## src/rtl/vx_writeback_arb.sv

```systemverilog
// -----------------------------------------------------------------------------
// vx_writeback_arb
//
// Merges NUM_REQS writeback streams (ALU, LSU, FPU, SFU, ...) onto the single
// register-file writeback port. Sources are served round-robin. A writeback
// may span several beats, and its last beat carries eop. While a writeback is
// in progress the grant stays on its source, so beats of one writeback are
// never interleaved with beats from another source. The merged beat is held
// in a one-entry elastic output register. A new beat can be loaded in the
// same cycle the previous one drains, so a full-rate stream has no bubbles.
//
// Ports
//   clk        : rising-edge clock
//   reset      : asynchronous, active-low reset
//   req_valid  : [NUM_REQS] source i presents a beat
//   req_uuid   : [NUM_REQS][UUID_BITS] instruction uuid
//   req_tmask  : [NUM_REQS][NUM_THREADS] thread mask
//   req_wid    : [NUM_REQS][NW_BITS] warp id
//   req_PC     : [NUM_REQS][XLEN] instruction PC
//   req_rd     : [NUM_REQS][NR_BITS] destination register
//   req_data   : [NUM_REQS][NUM_THREADS][XLEN] per-lane data
//   req_eop    : [NUM_REQS] last beat of the writeback
//   req_ready  : [NUM_REQS] beat of source i accepted this cycle (one-hot/zero)
//   wb_*       : registered merged beat; wb_sel is the index of its source
//   wb_ready   : register file accepts the wb_* beat
// -----------------------------------------------------------------------------
module vx_writeback_arb #(
   parameter int NUM_REQS    = 4,
   parameter int NUM_THREADS = 4,
   parameter int XLEN        = 32,
   parameter int NR_BITS     = 6,
   parameter int NW_BITS     = 2,
   parameter int UUID_BITS   = 44,
   localparam int SEL_W      = (NUM_REQS > 1) ? $clog2(NUM_REQS) : 1
) (
   input  logic                                        clk,
   input  logic                                        reset,
   input  logic [NUM_REQS-1:0]                         req_valid,
   input  logic [NUM_REQS-1:0][UUID_BITS-1:0]          req_uuid,
   input  logic [NUM_REQS-1:0][NUM_THREADS-1:0]        req_tmask,
   input  logic [NUM_REQS-1:0][NW_BITS-1:0]            req_wid,
   input  logic [NUM_REQS-1:0][XLEN-1:0]               req_PC,
   input  logic [NUM_REQS-1:0][NR_BITS-1:0]            req_rd,
   input  logic [NUM_REQS-1:0][NUM_THREADS-1:0][XLEN-1:0] req_data,
   input  logic [NUM_REQS-1:0]                         req_eop,
   output logic [NUM_REQS-1:0]                         req_ready,
   output logic                                        wb_valid,
   output logic [UUID_BITS-1:0]                        wb_uuid,
   output logic [NUM_THREADS-1:0]                      wb_tmask,
   output logic [NW_BITS-1:0]                          wb_wid,
   output logic [XLEN-1:0]                             wb_PC,
   output logic [NR_BITS-1:0]                          wb_rd,
   output logic [NUM_THREADS-1:0][XLEN-1:0]            wb_data,
   output logic                                        wb_eop,
   input  logic                                        wb_ready,
   output logic [SEL_W-1:0]                            wb_sel
);

   logic [SEL_W-1:0] rr_ptr_r;     // last source granted
   logic             locked_r;     // a multi-beat writeback is in progress
   logic [SEL_W-1:0] lock_idx_r;   // source owning the writeback in progress

   logic             stage_en_s;
   logic [SEL_W-1:0] grant_s;
   logic             grant_vld_s;
   logic             xfer_s;

   // Output stage can take a beat when empty or draining this cycle; never while reset is held.
   always_comb begin
      stage_en_s = reset && (!wb_valid || wb_ready);
   end

   // Grant: stick to the locked source, otherwise first valid source after rr_ptr_r, wrapping.
   always_comb begin
      int               idx;
      logic [SEL_W-1:0] cand;
      logic             hit;
      grant_s     = '0;
      grant_vld_s = 1'b0;
      idx         = 0;
      cand        = '0;
      hit         = 1'b0;
      if (locked_r) begin
         // An idle owner still blocks everyone else: no interleaving inside a writeback.
         grant_s     = lock_idx_r;
         grant_vld_s = req_valid[lock_idx_r];
      end else begin
         for (int i = 0; i < NUM_REQS; i++) begin
            idx         = int'(rr_ptr_r) + i + 32'sd1;
            idx         = (idx >= NUM_REQS) ? (idx - NUM_REQS) : idx;
            cand        = SEL_W'(idx);
            hit         = req_valid[cand] && !grant_vld_s;
            grant_s     = hit ? cand : grant_s;
            grant_vld_s = grant_vld_s || hit;
         end
      end
   end

   // One-hot ready for the granted source; depends only on valids and output-stage state.
   always_comb begin
      req_ready = '0;
      if (stage_en_s && grant_vld_s) begin
         req_ready[grant_s] = 1'b1;
      end else begin
         req_ready = '0;
      end
   end

   // A beat transfers whenever a valid source is granted into an available stage.
   always_comb begin
      xfer_s = stage_en_s && grant_vld_s;
   end

   // Output register, rotation pointer and writeback lock.
   always_ff @(posedge clk or negedge reset) begin
      if (!reset) begin
         wb_valid   <= 1'b0;
         wb_uuid    <= '0;
         wb_tmask   <= '0;
         wb_wid     <= '0;
         wb_PC      <= '0;
         wb_rd      <= '0;
         wb_data    <= '0;
         wb_eop     <= 1'b0;
         wb_sel     <= '0;
         // Pointing at the last source gives source 0 first priority.
         rr_ptr_r   <= SEL_W'(NUM_REQS - 1);
         locked_r   <= 1'b0;
         lock_idx_r <= '0;
      end else if (xfer_s) begin
         wb_valid   <= 1'b1;
         wb_uuid    <= req_uuid[grant_s];
         wb_tmask   <= req_tmask[grant_s];
         wb_wid     <= req_wid[grant_s];
         wb_PC      <= req_PC[grant_s];
         wb_rd      <= req_rd[grant_s];
         wb_data    <= req_data[grant_s];
         wb_eop     <= req_eop[grant_s];
         wb_sel     <= grant_s;
         rr_ptr_r   <= grant_s;
         // The eop beat releases the lock on the same edge it transfers.
         locked_r   <= !req_eop[grant_s];
         lock_idx_r <= grant_s;
      end else if (wb_valid && wb_ready) begin
         wb_valid   <= 1'b0;
      end else begin
         wb_valid   <= wb_valid;
      end
   end

endmodule

```

## config.mk

```make
export PLATFORM = sky130hd
export DESIGN_NAME = vx_writeback_arb
export DESIGN_NICKNAME = d
export VERILOG_FILES = /design/src/rtl/vx_writeback_arb.sv
export SDC_FILE = /design/constraint.sdc
export NUM_CORES = 1
export LEC_CHECK = 0
export ABC_AREA = 1
export CAP_MARGIN = 20
export CORE_AREA = 4 4 427 429
export DETAILED_ROUTE_END_ITERATION = 7
export DIE_AREA = 0 0 431 433
export GPL_TIMING_DRIVEN = 1
export PLACE_DENSITY = 0.33
export SLEW_MARGIN = 20
export SYNTH_ARGS = -nofsm -noshare
export SYNTH_HDL_FRONTEND = slang
export SYNTH_SLANG_ARGS = --single-unit
```

## constraint.sdc

```tcl
create_clock -name clk -period 3.6 [get_ports clk]
set_clock_uncertainty 0.15 [all_clocks]
set_input_delay 0.72 -clock clk [delete_from_list [all_inputs] [get_ports clk]]
set_output_delay 0.72 -clock clk [all_outputs]
set_load 0.01 [all_outputs]
```

==> results_dict.tcl <==
set metrics [dict create \
    fin_util 0.184 \
    avgRoutedWirePerCell_um 22.4 \
    finalHoldViolCount 0 \
    dieArea_um2 187000 \
    worst_slew_pin_slew_ns 0.918 \
    synth_top_area_cell "dfrtp_1" \
    power_leakage_uw 0.0149 \
    synth_cells 2892 \
    switching_power_uw 16500 \
    netlist_area_um2 17300 \
    antenna_found_initial 47 \
    clkPwrFrac 0.138 \
    fp.dieH_um 433 \
    drive_above_1_share 0.0644 \
    syn-num-nets 3767 \
    max_freq_mhz 288 \
    r2r_slack_ns 0.42 \
    post-route-period-util 0.966 \
    seq_area_frac_synth 0.322 \
    fp-row-count 155 \
    syn_to_final_growth_pct 89.0 \
    grt_pass1_vias 23100 \
    cp.arrival_ns 2.61 \
    ys_async_sr_fraction 1.00 \
    cts_buffer_depth 3 \
    hp-class "in -> async" \
    yosysTopAreaCellShare 0.319 \
    syn_avg_cell_area_um2 5.99 \
    synth_edf_count 0 \
    hold_buffers 0 \
    reg2regPathDepth 15 \
    via_per_inst 3.50 \
    grt_usage 0.145 \
    core_area_um2 178000 \
    p_total_uw 31100 \
    ant_nets 0 \
    nNetsFinal 4792 \
    drt-pass1-iter-count 5 \
    p_per_area_nw_per_um2 951 \
    status "finished clean" \
    regToRegStartpoint "rr_ptr_r[0]$_DFFE_PN1P_" \
    gp_congestion 0.861 \
    insertion_delay_ns 0.59 \
    period_needed_ns 3.48 \
    drt_iter0_markers 1130 \
    slew_violations 0 \
    cts-root-buf "clkbuf_16" \
    gr-total-overflow 0 \
    drt-total-wl_um 142000 \
    power_frac_seq 0.156 \
    p_int_uw 14700 \
    ys_ff_latch 223 \
    io-pin-count 1099 \
    drc 0 \
    swShare 0.529 \
    max_slew_margin 0.388 \
    cts_buffers 38 \
    cp_data_required_time_ns 2.73 \
    ir_drop_uv 787 \
    end_kind "primary output" \
    clk_pin_slew_ns 0.06 \
    num_vias 22100 \
    synth_cell_types 26 \
    synthFlopType "dfrtp_1" \
    htreeDepth 2 \
    initial_core_util 0.0972 \
    pwr-share-comb 0.706 \
    grt_max_degree 143 \
    worstPathMaxFanout 6 \
    grt_setup_unrepaired "true" \
    dp_hpwl_um 109000 \
    synth_area_leaders "dfrtp_1, nand2_1, nand3_1, nor2_1, inv_1" \
    drv_cap 0 \
    reg2reg_to "wb_data[24]$_DFFE_PN0P_" \
    dieWidth_um 431 \
    path_class "reg -> out" \
    portBuffers 1098 \
    setup_viol 0 \
    numClockSinks 223 \
    cts_tree "built" \
    fin_setup_tns_ns 0 \
    start_kind "flip-flop" \
    yosys_warnings 0 \
    grt_pass1_wl_um 191000 \
]
worst max-delay path, cell delays in order, from the launching register on:
cell	delay [ns]
dfstp_2	0.62
buf_6	0.12
nand2_1	0.05
nand2_2	0.09
nand2_2	0.06
buf_4	0.14
nand4_1	0.10
nand2_1	0.07
inv_2	0.06
nand2_1	0.05
nand2_1	0.07
nand2_2	0.08
buf_4	0.15
nor2_4	0.19
buf_6	0.16
power groups by stage:
stage               Combinational (uW)  Sequential [uW]  Clock (uW)
detailed placement               22700             4900           0
global route                     24500             5020        4570
global placement                 22800             4910           0
floorplan                        11300             5110           0
CTS                              23000             4890        4530
finish                           22000             4860        4280
synthesized netlist by cell type (all sizes together) (2+ instances only):
| cell type | n |
|---|---|
| buf | 115 |
| inv | 218 |
| nand4 | 55 |
| or2 | 216 |
| nand3 | 317 |
| a21oi | 5 |
| o21ai | 2 |
| nor2 | 379 |
| clkbuf | 81 |
| dfrtp | 221 |
| dfstp | 2 |
| nand3b | 71 |
| nand2 | 1208 |
how the worst max path moves through the flow:
stage | start | endpoint | slack, ns | cells after the start
3_5_place_dp | req_valid[1] | req_ready[2] | -0.22 | 11
4_1_cts | rr_ptr_r[0]$_DFFE_PN1P_ | req_ready[0] | -0.006 | 13
3_3_place_gp | req_valid[1] | req_ready[2] | -0.26 | 11
6_report | rr_ptr_r[0]$_DFFE_PN1P_ | req_ready[0] | 0.12 | 14
5_1_grt | rr_ptr_r[0]$_DFFE_PN1P_ | req_ready[0] | -0.09 | 12
2_1_floorplan | req_valid[3] | req_ready[3] | 0.68 | 13
what timing repair did:
item,CTS,global route
pin swaps,6,4
hold endpoints to repair,0,0
endpoints found under the setup margin,4,4
gates resized for setup,12,7
setup buffers,8,0
through the flow:
| step | hold WS, ns | area [um^2] | worst slack (ns) | cells |
|---|---|---|---|---|
| finish | 0.0783 | 32700 | 0.124 | 6323 |
| global route | 0.0694 | 32700 | -0.0879 | 6314 |
| CTS | 0.0343 | 32700 | -0.00612 | 6302 |
| detailed placement | 0.368 | 31200 | -0.219 | 6224 |
| global placement | 0.376 | 31200 | -0.261 | 6224 |
| floorplan | 0.274 | 17300 | 0.678 | 2892 |
metal layers:
metal,GRT usage,part of all wire
met2,0.267,0.52
met1,0.160,0.38
met5,0,0.0012
met4,0.0448,0.031
met3,0.0403,0.065
logic make-up after synthesis:
family / Yosys count / share of synthesized area
compound gates: 9 / 0.00289
buf+inv: 414 / 0.109
flops: 223 / 0.322
simple gates: 2246 / 0.566
layout make-up:
cell class / count / area, um^2
Antenna cell: 21 / 52.6
Clock buffer: 55 / 1130
Clock inverter: 15 / 253
Fill cell: 20400 / 145000
Inverter: 218 / 838
Multi-Input combinational cell: 2255 / 9920
Sequential cell: 223 / 5580
Tap cell: 2355 / 2950
Timing Repair Buffer: 1181 / 12000
placed cells by master, fill, tap and decap left out, types with 2 or more instances in the layout:
| cell | n |
|---|---|
| or2_0 | 62 |
| inv_1 | 211 |
| clkinv_8 | 2 |
| clkbuf_16 | 39 |
| or2_1 | 78 |
| inv_2 | 2 |
| diode_2 | 21 |
| buf_12 | 32 |
| nand3_1 | 315 |
| clkbuf_8 | 9 |
| clkdlybuf4s50_1 | 1093 |
| clkbuf_1 | 7 |
| a21oi_1 | 5 |
| nand3b_1 | 71 |
| nand2_1 | 1198 |
| nand4_1 | 55 |
| inv_4 | 3 |
| buf_4 | 49 |
| nor2_1 | 373 |
| nor2_4 | 5 |
| o21ai_0 | 2 |
| clkinv_2 | 5 |
| buf_6 | 4 |
| bufinv_16 | 6 |
| dfrtp_1 | 221 |
| dfstp_2 | 2 |
| nand2_2 | 8 |
| clkinvlp_4 | 2 |
| or2_2 | 76 |
sequential cells by signal, summed over array words and instances (netlist names):
name,count
wb_eop,1
wb_PC,32
wb_uuid,44
wb_valid,1
wb_rd,6
wb_wid,2
rr_ptr_r,2
wb_tmask,4
lock_idx_r,2
locked_r,1
wb_data,128
No activity file was read; power rests on OpenSTA's default activity.
